===== config.mk =====
export PLATFORM = sky130hd
export DESIGN_NAME = state_seq_gen
export DESIGN_NICKNAME = d
export VERILOG_FILES = /design/src/rtl/state_seq_gen.sv
export SDC_FILE = /design/constraint.sdc
export NUM_CORES = 1
export LEC_CHECK = 0
export BUFFER_PORTS_ARGS = -buffer_cell sky130_fd_sc_hd__buf_4
export CORE_MARGIN = 2
export CORE_UTILIZATION = 40
export DETAILED_ROUTE_END_ITERATION = 8
export PLACE_DENSITY = 0.73
export RECOVER_POWER = 50
export SLEW_MARGIN = 30
export SYNTH_ARGS = -nofsm -noshare
export SYNTH_HDL_FRONTEND = slang
export SYNTH_SLANG_ARGS = --single-unit
export TNS_END_PERCENT = 10

===== constraint.sdc =====
create_clock -name clk -period 3.46 [get_ports clk]
set_clock_uncertainty 0.05 [all_clocks]
set_input_delay 0.519 -clock clk [delete_from_list [all_inputs] [get_ports clk]]
set_output_delay 0.519 -clock clk [all_outputs]
set_load 0.02 [all_outputs]

===== src/rtl/state_seq_gen.sv =====
// state_seq_gen: 2-bit state sequencer with dwell counter, pause/abort and a
// done/ack handshake. Every 2-bit code is a defined state, so the downstream
// decode only ever sees legal registered values.
//
// Ports:
//   clk        - clock, rising edge
//   rst        - asynchronous active-high reset
//   start      - start request, sampled only in IDLE
//   pause      - level; RUN moves to / stays in HOLD while high
//   abort      - level; returns to IDLE from any state (highest priority)
//   ack        - acknowledges done, sampled only in DONE
//   curr_state - registered state code: IDLE=0, RUN=1, HOLD=2, DONE=3
//   cnt        - registered dwell count
//   busy       - curr_state is RUN or HOLD
//   done       - curr_state is DONE
//   state_chg  - one-cycle pulse in the cycle after any curr_state change
//   timeout    - one-cycle pulse on HOLD timeout
//
// Optional feature (macro STATE_SEQ_TIMEOUT_EN): a hold counter forces
// HOLD -> IDLE after HOLD_TIMEOUT consecutive HOLD cycles and pulses timeout.
// Without the macro HOLD persists indefinitely and timeout stays 0.

module state_seq_gen #(
    parameter int RUN_CYCLES   = 8,
    parameter int CNT_W        = 4,
    parameter int HOLD_TIMEOUT = 16
) (
    input  logic             clk,
    input  logic             rst,
    input  logic             start,
    input  logic             pause,
    input  logic             abort,
    input  logic             ack,
    output logic [1:0]       curr_state,
    output logic [CNT_W-1:0] cnt,
    output logic             busy,
    output logic             done,
    output logic             state_chg,
    output logic             timeout
);

    if (RUN_CYCLES < 1 || RUN_CYCLES > (1 << CNT_W) || HOLD_TIMEOUT < 1) begin : g_bad_params
        $error("state_seq_gen: parameter out of range");
    end

    typedef enum logic [1:0] {
        IDLE = 2'd0,
        RUN  = 2'd1,
        HOLD = 2'd2,
        DONE = 2'd3
    } state_t;

    localparam logic [CNT_W-1:0] CNT_LAST = CNT_W'(RUN_CYCLES - 1);

    state_t state;
    state_t prev_state;

`ifdef STATE_SEQ_TIMEOUT_EN
    localparam int HOLD_W = $clog2(HOLD_TIMEOUT + 1);
    // hold_cnt is the number of completed HOLD cycles before the current one,
    // so the exit fires at the end of the HOLD_TIMEOUT-th HOLD cycle.
    localparam logic [HOLD_W-1:0] HOLD_LAST = HOLD_W'(HOLD_TIMEOUT - 1);
    logic [HOLD_W-1:0] hold_cnt;
`endif

    assign curr_state = state;
    assign busy       = (state == RUN) || (state == HOLD);
    assign done       = (state == DONE);

    always_ff @(posedge clk or posedge rst) begin
        if (rst) begin
            state      <= IDLE;
            prev_state <= IDLE;
            cnt        <= '0;
            state_chg  <= 1'b0;
            timeout    <= 1'b0;
`ifdef STATE_SEQ_TIMEOUT_EN
            hold_cnt   <= '0;
`endif
        end else begin
            // state_chg compares the two previous registered states, giving a
            // pulse one cycle after the visible change.
            prev_state <= state;
            state_chg  <= (state != prev_state);
            timeout    <= 1'b0;
            state      <= state;
            cnt        <= cnt;
`ifdef STATE_SEQ_TIMEOUT_EN
            hold_cnt   <= '0;
`endif
            case (state)
                IDLE: begin
                    cnt <= '0;
                    if (start && !abort) begin
                        state <= RUN;
                    end
                end
                RUN: begin
                    if (abort) begin
                        state <= IDLE;
                        cnt   <= '0;
                    end else if (pause) begin
                        state <= HOLD;
                    end else if (cnt == CNT_LAST) begin
                        state <= DONE;
                    end else begin
                        cnt <= cnt + CNT_W'(1);
                    end
                end
                HOLD: begin
                    if (abort) begin
                        state <= IDLE;
                        cnt   <= '0;
                    end else if (!pause) begin
                        state <= RUN;
                    end
`ifdef STATE_SEQ_TIMEOUT_EN
                    else if (hold_cnt == HOLD_LAST) begin
                        state   <= IDLE;
                        cnt     <= '0;
                        timeout <= 1'b1;
                    end else begin
                        hold_cnt <= hold_cnt + HOLD_W'(1);
                    end
`endif
                end
                DONE: begin
                    if (abort || ack) begin
                        state <= IDLE;
                        cnt   <= '0;
                    end
                end
                default: begin
                    state <= IDLE;
                    cnt   <= '0;
                end
            endcase
        end
    end

endmodule


Yosys cells after proc, flatten, opt, wreduce, memory -nomap -nowiden
Index checks and enable logic that the tools add are counted.
{"block": "totals", "ff_bits": 9, "in_bits": 6, "output_inout_bits": 10, "wordCells": 38}
{"block": "classes", "muxes": 14, "n_reduce_logical": 7, "n_addsub": 1, "eq_ne": 12}
{"cell": "4-bit 2-to-1 mux", "n": 5}
{"cell": "4-bit case mux with 4 select lines", "n": 1}
{"cell": "2-bit 2-to-1 mux", "n": 7}
{"cell": "3-bit != test, second input constant", "n": 3}
{"cell": "2-bit case mux with 4 select lines", "n": 1}
{"cell": "4-bit AND reduction", "n": 2}
{"cell": "4-bit by 1-bit adder with 4-bit output, second input constant", "n": 1}
{"cell": "2-bit == test, second input constant", "n": 2}
{"cell": "4-bit by 3-bit == test with 1-bit output, second input constant", "n": 1}
{"cell": "2-bit != test, second input constant", "n": 2}
{"cell": "4-bit by 3-bit != test with 1-bit output, second input constant", "n": 1}
{"cell": "2-bit by 1-bit == test with 1-bit output, second input constant", "n": 1}
{"cell": "2-bit logical NOT", "n": 1}
{"cell": "1-bit logical OR", "n": 2}
{"cell": "2-bit by 1-bit != test with 1-bit output, second input constant", "n": 1}
{"cell": "2-bit != test", "n": 1}
{"cell": "1-bit logical AND", "n": 1}
{"cell": "1-bit logical NOT", "n": 1}

Longest topological paths before layout
Gate-level depths: netlist of the first run.
{"block": "logic_depth", "depth_word": 5, "depth_mapped": 6, "depth_no_buf": 6}

Worst setup path after synthesis of the first run
Ideal clock, no wire load.
{"block": "synth_timing", "path_kind": "register -> register", "from": "register state[1] (netlist: curr_state[1])", "to": "register state[0] (netlist: curr_state[0])", "period_less_slack_ns": 1.838, "t_arrival_ns": 1.663, "required_ns": 3.285, "stages_incl_launch_ff": 6, "setup_slack_ns": 1.622, "setup_ns": 0.125, "cell_sequence": "dfrtp_1 -> inv_1 -> ha_1 -> nor2b_1 -> a221o_2 -> mux2_2"}
{"block": "synth_via", "elab_chain_cells": 3, "word_cells_on_any_way": 10, "cone_classes": "eq/ne: 7; mux: 1; reduce/logical: 2"}
{"element": "start: declaration", "line": "55", "text": "state_t state;"}
{"element": "start signal: assignment", "line": "86", "text": "state <= state;"}
{"element": "2-bit by 1-bit == test with 1-bit output, or another cell as far along", "line": "91", "text": "case (state)"}
{"element": "4-bit by 3-bit != test with 1-bit output (no line), or another cell as far along"}
{"element": "4-bit AND reduction (no line)"}
Several ways; a longest one is shown, not always the timed one.
A chain may end at the register's enable or synchronous reset.

Worst setup path in the final report of the first run
Ends and elaborated chain as after synthesis.

==> results.sh, run 1 <==
export IMPL_track_usage_pct=13.90
export IMPL_clock_path_buffers=2
export IMPL_dpl_hpwl_um=853.3
export IMPL_leakage_uw=0.0003368
export IMPL_synth_largest_area_cell="dfrtp_1"
export IMPL_grt_overflow_total=0
export IMPL_r2r_slack_ns=1.60
export IMPL_cts_resized=0
export IMPL_firstDrtPassIters=4
export IMPL_n_antenna_cell=0
export IMPL_first_iter_violations=12
export IMPL_synthCells=58
export IMPL_coreArea_um2=1318
export IMPL_hold_buffers=0
export IMPL_r2r_start="curr_state[1]$_DFFE_PP0P_"
export IMPL_period_share_pct=53.80
export IMPL_htree_levels=1
export IMPL_area_delta_synth_final_pct=24.08
export IMPL_synth_yosys_seq_area_share_pct=39.05
export IMPL_cts_num_sinks=9
export IMPL_clkTransAtPathRegs_ns=0.06
export IMPL_ir_worst_vdd_uv=367.2
export IMPL_critPathCaptureType="flip-flop"
export IMPL_final_nets=88
export IMPL_power_density_nw_per_um2=700.9
export IMPL_initial_core_util_pct=43.78
export IMPL_cap_violations=0
export IMPL_design_portCount=16
export IMPL_clock_latency_ns=0.25
export IMPL_drive_above_1_share_pct=30.67
export IMPL_avgRoutedWirePerCell_um=11.81
export IMPL_grt_pass1_vias=426
export IMPL_ys_ff_latch=9
export IMPL_fin_crit_ns=1.862
export IMPL_syn_avg_cell_area_um2=9.945
export IMPL_rsz0062_at_grt="false"
export IMPL_die_h_um=41.98
export IMPL_cts_setup_buffers=0
export IMPL_crit_start="curr_state[1]$_DFFE_PP0P_"
export IMPL_viasPerCell=5.356
export IMPL_grt_pass1_wl_mm=1.807
export IMPL_placed_area_um2=693.2
export IMPL_die_w_um=41.98
export IMPL_hold_class="in -> async"
export IMPL_ant_nets=0
export IMPL_r2r_end="curr_state[0]$_DFFE_PP0P_"
export IMPL_finalMaxSlewViolations=0
export IMPL_root_buffer="clkbuf_4"
export IMPL_hold_viol=0
export IMPL_cts_inserted_buffers=3
export IMPL_critical_path_required_ns=3.55
export IMPL_path_max_fanout=8
export IMPL_synth_nets=70
export IMPL_status="completed"
export IMPL_finalWirelength_mm=1.063
export IMPL_port_buffers=14
export IMPL_fin_area_um2=715.7
export IMPL_crit_end="curr_state[0]$_DFFE_PP0P_"
export IMPL_ys_types=28
export IMPL_antenna_found_initial=0
export IMPL_worstSetupPathType="reg -> reg"
export IMPL_ys_warn_count=0
export IMPL_rr_worst_depth=5
export IMPL_setup_viol=0
export IMPL_row_count=13
export IMPL_drc_errors=0
export IMPL_synth_top_cell_area_share_pct=39.05
export IMPL_max_freq_mhz=537.2
export IMPL_vias=482
export IMPL_worst_ep_arrival_time_ns=1.95
export IMPL_grt_max_degree=10
export IMPL_die_area_um2=1762
export IMPL_setup_tns_final_ns=0
export IMPL_synth_area_leaders="dfrtp_1 39%, ha_1 13%, a31oi_1 3.3%, nand2_1 3.3%, xnor2_1 3.0%"
export IMPL_syn_cell_area_um2=576.8
export IMPL_cts_tree="done"
export IMPL_cp_start_kind="flip-flop"
export IMPL_gp_congestion=0.7860
[critical path, cell delays in order, from the launching register on]
cell      delay (ns)
dfrtp_1         0.47
inv_1           0.12
ha_1            0.29
nor2b_1         0.19
a211oi_1        0.26
mux2_2          0.36
[flip-flops by register name, summed over array words and instances, names as in the netlist]
register and count:
cnt 4, curr_state 2, prev_state 2, state_chg 1
[worst min path at each step]
| stage | from | endpoint | slack (ns) |
|---|---|---|---|
| after floorplan | rst | cnt[0]$_DFFE_PP0P_ | 0.30 |
| after global placement | prev_state[1]$_DFF_PP0_ | state_chg$_DFF_PP0_ | 0.40 |
| after detailed placement | prev_state[1]$_DFF_PP0_ | state_chg$_DFF_PP0_ | 0.41 |
| after CTS | rst | cnt[2]$_DFFE_PP0P_ | 0.17 |
| after global routing | rst | cnt[3]$_DFFE_PP0P_ | 0.20 |
| final | rst | cnt[3]$_DFFE_PP0P_ | 0.17 |
[area by class of cell]
| cell class | count | area [um^2] |
|---|---|---|
| fillers | 114 | 601.8 |
| multi-input cells | 43 | 325.3 |
| flip-flops and latches | 9 | 225.2 |
| repair buffers | 14 | 101.3 |
| clock buffers | 4 | 26.28 |
| inverters | 5 | 18.77 |
| well taps | 15 | 18.77 |
[cells in the mapped netlist]
| cell type | number |
|---|---|
| and3b_1 | 1 |
| nor2_2 | 1 |
| nand2b_1 | 1 |
| nand4_1 | 2 |
| nor2b_1 | 2 |
| o32a_1 | 1 |
| ha_1 | 6 |
| mux2_2 | 1 |
| nand4b_1 | 1 |
| or4_1 | 1 |
| nor3_1 | 2 |
| dfrtp_1 | 9 |
| buf_4 | 1 |
| inv_2 | 1 |
| and2b_2 | 1 |
| nand3_1 | 2 |
| inv_1 | 4 |
| a221o_2 | 1 |
| nand2_1 | 5 |
| o211ai_1 | 2 |
| xnor2_1 | 2 |
| nand2b_4 | 1 |
| a21boi_1 | 1 |
| a211oi_1 | 1 |
| a21oi_1 | 3 |
| a31oi_1 | 3 |
| conb_1 | 1 |
| nand2b_2 | 1 |
[power breakdown]
| group | internal [uW] | switching [uW] | leakage (uW) |
|---|---|---|---|
| combinational | 121 | 138 | 0.000206 |
| sequential | 136 | 30.7 | 0.000116 |
| clock | 44.2 | 32.4 | 0.0000150 |
[per-stage QoR]
step | hold slack, ns | setup slack [ns] | power (uW) | utilization [%] | cells
after floorplan | 0.2969 | 1.622 | 353.3 | - | 58
after global placement | 0.4048 | 1.564 | 434.4 | 52.61 | 86
after detailed placement | 0.4117 | 1.576 | 435.3 | 52.61 | 86
after CTS | 0.1710 | 1.569 | 515.3 | 54.61 | 90
after global routing | 0.2013 | 1.497 | 543.2 | 54.32 | 90
final | 0.1673 | 1.598 | 501.6 | 54.32 | 90
[cells by family after synthesis]
group	after synthesis	synth area share, %
AOI/OAI and AO/OA	12	14.75
xor gates and xnor gates	2	3.037
adders and majority gates	6	13.01
buffers and inverters	6	4.554
DFF	9	39.05
muxes	1	1.952
other	1	0.6501
and+or+nand+nor	21	23.00
[routing by layer]
metal  track usage, %  vias up  part of all wire (%)
li1                 -      244                     -
met1            17.31      224                    48
met2            21.25       14                    47
met3            6.897        0                   5.6
met4            3.871        0                     0
met5                0        -                     0
[placed cells by master, fill, tap and decap left out]
| cell | netlist | routed |
|---|---|---|
| nand2b_1 | 1 | 1 |
| a21oi_1 | 3 | 3 |
| clkbuf_1 | 0 | 2 |
| mux2_2 | 1 | 1 |
| nor3_1 | 2 | 2 |
| nand2_1 | 5 | 5 |
| nand2b_4 | 1 | 1 |
| or4_1 | 1 | 1 |
| nand3_1 | 2 | 2 |
| inv_2 | 1 | 1 |
| o211ai_1 | 2 | 2 |
| a21boi_1 | 1 | 1 |
| buf_4 | 1 | 12 |
| and3b_1 | 1 | 1 |
| o32a_1 | 1 | 1 |
| and2b_2 | 1 | 1 |
| clkbuf_4 | 0 | 4 |
| ha_1 | 6 | 6 |
| a221o_2 | 1 | 1 |
| a31oi_1 | 3 | 3 |
| dfrtp_1 | 9 | 9 |
| a211oi_1 | 1 | 1 |
| nor2_2 | 1 | 1 |
| nand2b_2 | 1 | 1 |
| xnor2_1 | 2 | 2 |
| inv_1 | 4 | 4 |
| nand4_1 | 2 | 2 |
| conb_1 | 1 | 1 |
| nand4b_1 | 1 | 1 |
| nor2b_1 | 2 | 2 |
(Power assumes the default switching activity.)
==> run 2, diff against run 1 <==
==> constraint.sdc (replaced) <==
create_clock -name clk -period 1.8 [get_ports clk]
set_clock_uncertainty 0.05 [all_clocks]
set_input_delay 0.27 -clock clk [delete_from_list [all_inputs] [get_ports clk]]
set_output_delay 0.27 -clock clk [all_outputs]
set_load 0.02 [all_outputs]
==> run 2 against run 1 <==
Net effect:
- largest power group unchanged
- first-iteration DRC count increased by 25%
- highest routed layer unchanged
- clock-buffer cell count unchanged
- register-to-register slack got worse by 1.5 ns
- global-route usage increased by 1.9 points
- flip-flop and latch count unchanged
- sequential power increased by 84%
- critical path type unchanged
- sequential share of layout area decreased by 1.9 points
- non-clock buffer count increased by 6
- fmax increased by 9.2%
- worst setup slack got worse by 1.5 ns
- via count increased by 1.0%
- cell count increased by 6.7%
==> results.sh, run 2 (same netlist as run 1, synthesis figures left out) <==
export IMPL_final_common_cell="buf_4"
export IMPL_htree_levels=1
export IMPL_cp_top_family="simple AND/OR/NAND/NOR gates"
export IMPL_drc_errors=0
export IMPL_design_portCount=16
export IMPL_status="completed"
export IMPL_rr_worst_depth=5
export IMPL_antenna_found_initial=0
export IMPL_worst_ep_arrival_time_ns=1.83
export IMPL_power_density_nw_per_um2=1333
export IMPL_cts_tree="done"
export IMPL_coreArea_um2=1318
export IMPL_cts_inserted_buffers=3
export IMPL_clkPwrFrac_pct=14.8
export IMPL_seq_area_um2=226.5
export IMPL_ir_worst_vdd_uv=1102
export IMPL_die_area_um2=1762
export IMPL_grt_overflow_total=0
export IMPL_layout_setup_ws_ns=0.09527
export IMPL_cts_setup_buffers=0
export IMPL_n_antenna_cell=0
export IMPL_die_w_um=41.98
export IMPL_finalWirelength_mm=1.200
export IMPL_largest_register_ff_count=4
export IMPL_fin_area_um2=765.7
export IMPL_drive_above_1_share_pct=35.80
export IMPL_critical_path_required_ns=1.93
export IMPL_cp_start_kind="flip-flop"
export IMPL_p_sw_uw=409.6
export IMPL_worstSetupPathType="reg -> reg"
export IMPL_viasPerCell=5.073
export IMPL_area_delta_synth_final_pct=32.75
export IMPL_seqPwrFrac_pct=29.9
export IMPL_die_h_um=41.98
export IMPL_cap_violations=0
export IMPL_root_buffer="clkbuf_4"
export IMPL_cp_num_buf_inv=1
export IMPL_gp_congestion=0.7882
export IMPL_fin_crit_ns=1.705
export IMPL_grt_pass1_vias=506
export IMPL_leakage_uw=0.0003625
export IMPL_crit_chain="inv_1 > ha_1 > nand2b_4 > or4_1 > a31oi_1"
export IMPL_pre_cts_ws_ns=0.08509
export IMPL_path_max_fanout=5
export IMPL_intPower_uw=611.2
export IMPL_placed_area_um2=732.0
export IMPL_multi_input_area_um2=330.3
export IMPL_p_comb_share_pct=55.3
export IMPL_hold_viol=0
export IMPL_ant_nets=0
export IMPL_slowest_stage="or4_1"
export IMPL_rsz0062_at_grt="false"
export IMPL_top_register="cnt"
export IMPL_clkTransAtPathRegs_ns=0.06
export IMPL_port_buffers=14
export IMPL_max_freq_mhz=586.6
export IMPL_clock_latency_ns=0.25
export IMPL_dpl_hpwl_um=945.2
export IMPL_initial_core_util_pct=43.78
export IMPL_slowest_delay_ns=0.49
export IMPL_fillers=120
export IMPL_setup_viol=0
export IMPL_avgRoutedWirePerCell_um=12.50
export IMPL_vias=487
export IMPL_first_iter_violations=15
export IMPL_row_count=13
export IMPL_period_share_pct=94.71
export IMPL_finalMaxSlewViolations=0
export IMPL_grt_pass1_wl_mm=2.104
export IMPL_worstSetupPathDepth=5
export IMPL_critPathCaptureType="flip-flop"
export IMPL_final_nets=94
export IMPL_hold_depth=2
export IMPL_cts_num_sinks=9
export IMPL_track_usage_pct=15.75
export IMPL_swShare_pct=40.12
export IMPL_firstDrtPassIters=4
export IMPL_clock_path_buffers=2
export IMPL_final_cell_mix="16 x buf_4, 8 x dfrtp_1, 6 x ha_1, 5 x nand2_1"
export IMPL_hold_class="in -> reg"
export IMPL_grt_max_degree=10
==> run 2: final timing paths <==
kind / end / slack (ns) / startpoint
max reg2reg: cnt[3]$_DFFE_PP0P_ / 0.1 / curr_state[0]$_DFFE_PP0P_
min reg2reg: prev_state[1]$_DFF_PP0_ / 0.43 / curr_state[1]$_DFFE_PP0P_
min in group asynchronous: cnt[0]$_DFFE_PP0P_ / 0.47 / rst
min: cnt[3]$_DFFE_PP0P_ / 0.17 / abort
max in group asynchronous: curr_state[1]$_DFFE_PP0P_ / 0.97 / rst
max: cnt[3]$_DFFE_PP0P_ / 0.1 / curr_state[0]$_DFFE_PP0P_
==> run 2: timing repair <==
| item | 4_1_cts | 5_1_grt |
|---|---|---|
| hold endpoints to repair | 9 | 0 |
| hold buffers | 1 | 0 |
| setup endpoints to repair | 0 | 1 |
| gates resized for setup | 0 | 1 |
==> run 2: final cells by class <==
| class | instances | share of cell area [%] |
|---|---|---|
| multi-input cells | 43 | 43.14 |
| flip-flops and latches | 9 | 29.58 |
| repair buffers | 20 | 18.95 |
| clock buffers | 4 | 3.431 |
| inverters | 5 | 2.451 |
| well taps | 15 | 2.451 |
==> run 2: metrics by stage <==
step	TNS (ns)	utilization [%]	hold slack, ns	instances	power, uW
3_5_place_dp	0	55.56	0.2015	91	885.3
3_3_place_gp	0	55.56	0.1996	91	880.5
6_report	0	58.12	0.1704	96	1021
4_1_cts	0	58.31	0.1669	96	1042
5_1_grt	0	58.12	0.1675	96	1104
2_1_floorplan	-0.01827	-	0.04785	58	681.1
==> run 2: routing by layer <==
metal / part of all wire [%] / global-route usage [%] / routed length [um]
met1: 42 / 18.21 / 508
met2: 51 / 27.19 / 610
met3: 6.8 / 7.328 / 81
met4: 0 / 1.935 / 0
met5: 0 / 0 / 0
==> run 2: power by group through the flow <==
stage | combinational, uW | sequential, uW | clock [uW]
5_1_grt | 620 | 313 | 171
3_3_place_gp | 570 | 310 | 0
4_1_cts | 579 | 307 | 156
6_report | 565 | 305 | 151
2_1_floorplan | 320 | 361 | 0
3_5_place_dp | 575 | 310 | 0
==> run 2: worst register-to-register path: cells and delay by family, from the launching register on <==
family,cells,cell delay (ns)
buf+inv,1,0.10
compound gates,1,0.17
simple gates,2,0.67
flops,1,0.39
fa+ha+maj,1,0.25
==> run 3, diff against run 2 <==
--- a/config.mk
+++ b/config.mk
@@ -5,11 +5,12 @@
 export SDC_FILE = /design/constraint.sdc
 export NUM_CORES = 1
 export LEC_CHECK = 0
+export ABC_CLOCK_PERIOD_IN_PS = 1800
 export BUFFER_PORTS_ARGS = -buffer_cell sky130_fd_sc_hd__buf_4
 export CORE_MARGIN = 2
 export CORE_UTILIZATION = 40
 export DETAILED_ROUTE_END_ITERATION = 8
-export PLACE_DENSITY = 0.73
+export PLACE_DENSITY = 0.65
 export RECOVER_POWER = 50
 export SLEW_MARGIN = 30
 export SYNTH_ARGS = -nofsm -noshare
==> run 3 against run 2 <==
Net effect:
- global-route usage decreased by 2.1 points
- final area decreased by 0.65%
- die area unchanged
- sequential share of layout area increased by 0.19 points
- flip-flop and latch count unchanged
- sequential power about the same
- critical endpoint unchanged
- largest power group unchanged
==> results.sh, run 3 (same netlist as run 1, synthesis figures left out) <==
export IMPL_ir_worst_vdd_uv=732.5
export IMPL_cts_tree="done"
export IMPL_path_max_fanout=5
export IMPL_root_buffer="clkbuf_4"
export IMPL_slowest_stage="or4_1"
export IMPL_firstDrtPassIters=5
export IMPL_worstSetupPathType="reg -> reg"
export IMPL_top_register="cnt"
export IMPL_drc_errors=0
export IMPL_cts_setup_buffers=0
export IMPL_initial_core_util_pct=43.78
export IMPL_track_usage_pct=13.69
export IMPL_instances_no_fill=96
export IMPL_critPathCaptureType="flip-flop"
export IMPL_p_sw_uw=401.2
export IMPL_grt_pass1_vias=448
export IMPL_die_h_um=41.98
export IMPL_final_cell_mix="16 x buf_4, 8 x dfrtp_1, 6 x ha_1, 5 x nand2_1"
export IMPL_hold_buffers=1
export IMPL_final_nets=94
export IMPL_die_w_um=41.98
export IMPL_placed_area_um2=732.0
export IMPL_critical_path_required_ns=1.93
export IMPL_fin_area_um2=760.7
export IMPL_clkPwrFrac_pct=14.9
export IMPL_slowest_delay_ns=0.50
export IMPL_port_buffers=14
export IMPL_p_comb_share_pct=54.9
export IMPL_crit_chain="inv_1 > ha_1 > nand2b_4 > or4_1 > a31oi_1"
export IMPL_grt_overflow_total=0
export IMPL_grt_pass1_wl_mm=1.869
export IMPL_fin_crit_ns=1.730
export IMPL_rsz0062_at_grt="false"
export IMPL_first_iter_violations=5
export IMPL_row_count=13
export IMPL_antenna_found_initial=0
export IMPL_area_delta_synth_final_pct=31.89
export IMPL_numPlacedInstances=91
export IMPL_hold_class="in -> reg"
export IMPL_status="completed"
export IMPL_cts_resized=0
export IMPL_finalMaxSlewViolations=0
export IMPL_pre_cts_ws_ns=0.08207
export IMPL_htree_levels=1
export IMPL_cp_start_kind="flip-flop"
export IMPL_period_share_pct=96.12
export IMPL_design_portCount=16
export IMPL_finalWirelength_mm=1.157
export IMPL_leakage_uw=0.0003614
export IMPL_hold_viol=0
export IMPL_seqPwrFrac_pct=30.2
export IMPL_dpl_hpwl_um=912.3
export IMPL_setup_viol=0
export IMPL_final_common_cell="buf_4"
export IMPL_largest_register_ff_count=4
export IMPL_cts_num_sinks=9
export IMPL_swShare_pct=39.82
export IMPL_coreArea_um2=1318
export IMPL_vias=495
export IMPL_gp_congestion=0.7748
export IMPL_fillers=123
export IMPL_max_freq_mhz=578.0
export IMPL_hold_worst_slack_ns=0.1804
export IMPL_clkTransAtPathRegs_ns=0.06
export IMPL_viasPerCell=5.156
export IMPL_intPower_uw=606.3
export IMPL_cts_inserted_buffers=3
export IMPL_cap_violations=0
export IMPL_ant_nets=0
export IMPL_fin_util_pct=57.74
export IMPL_drive_above_1_share_pct=34.57
export IMPL_power_density_nw_per_um2=1324
export IMPL_die_area_um2=1762
export IMPL_clock_path_buffers=2
export IMPL_avgRoutedWirePerCell_um=12.05
export IMPL_layout_setup_ws_ns=0.06976
export IMPL_n_antenna_cell=0
export IMPL_grt_max_degree=10
export IMPL_worst_ep_arrival_time_ns=1.86
export IMPL_clock_latency_ns=0.25
[run 3: cell count changes in the layout (fill, tap and decap cells not counted)]
cell      change
a211oi_1      +1
a211oi_2      -1
[run 3: through the flow]
| stage | total power (uW) | setup TNS (ns) |
|---|---|---|
| after global placement | 878.5 | 0 |
| after CTS | 1039 | 0 |
| final | 1007 | 0 |
| after global routing | 1087 | 0 |
| after detailed placement | 881.2 | 0 |
| after floorplan | 681.1 | -0.01827 |
[run 3: layout make-up]
class                      count  area (um^2)  share of cell area (%)
multi-input combinational     43        325.3                   42.76
sequential                     9        226.5                   29.77
timing repair buffer          20        145.1                   19.08
tap                           15        18.77                   2.467
inverter                       5        18.77                   2.467
clock buffer                   4        26.28                   3.454
[run 3: metal layers]
layer / wire, um / up-vias / GRT usage, % / share of wire, %
met1: 555 / 225 / 18.58 / 48
met4: 0 / 0 / 0 / 0
met5: 0 / - / 0 / 0
met3: 72 / 0 / 5.172 / 6.2
met2: 529 / 16 / 22.19 / 46
li1: - / 254 / - / -
[run 3: critical path: cells and delay by family (launching register included)]
family	cells	cell delay (ns)
AND/OR/NAND/NOR	2	0.68
AO/OA/AOI/OAI	1	0.18
adder cells (fa/ha/maj)	1	0.26
flip-flops	1	0.39
buffers and inverters	1	0.09
[run 3: path summary, 6_finish.rpt]
| path | startpoint | endpoint | slack, ns | depth (start not counted) |
|---|---|---|---|---|
| worst max register to register | curr_state[0]$_DFFE_PP0P_ | cnt[3]$_DFFE_PP0P_ | 0.07 | 5 |
| worst min-delay path | abort | cnt[0]$_DFFE_PP0P_ | 0.18 | 2 |
| min in group asynchronous | rst | cnt[3]$_DFFE_PP0P_ | 0.47 | 3 |
| worst max-delay path | curr_state[0]$_DFFE_PP0P_ | cnt[3]$_DFFE_PP0P_ | 0.07 | 5 |
| max in group asynchronous | rst | curr_state[1]$_DFFE_PP0P_ | 0.95 | 3 |
| worst min register to register | curr_state[1]$_DFFE_PP0P_ | prev_state[1]$_DFF_PP0_ | 0.43 | 0 |
[run 3: power groups by stage]
stage / registers [uW] / logic [uW] / clock network [uW]
2_1_floorplan: 361 / 320 / 0
3_3_place_gp: 310 / 568 / 0
3_5_place_dp: 310 / 572 / 0
4_1_cts: 306 / 579 / 154
5_1_grt: 312 / 610 / 165
6_report: 305 / 553 / 150
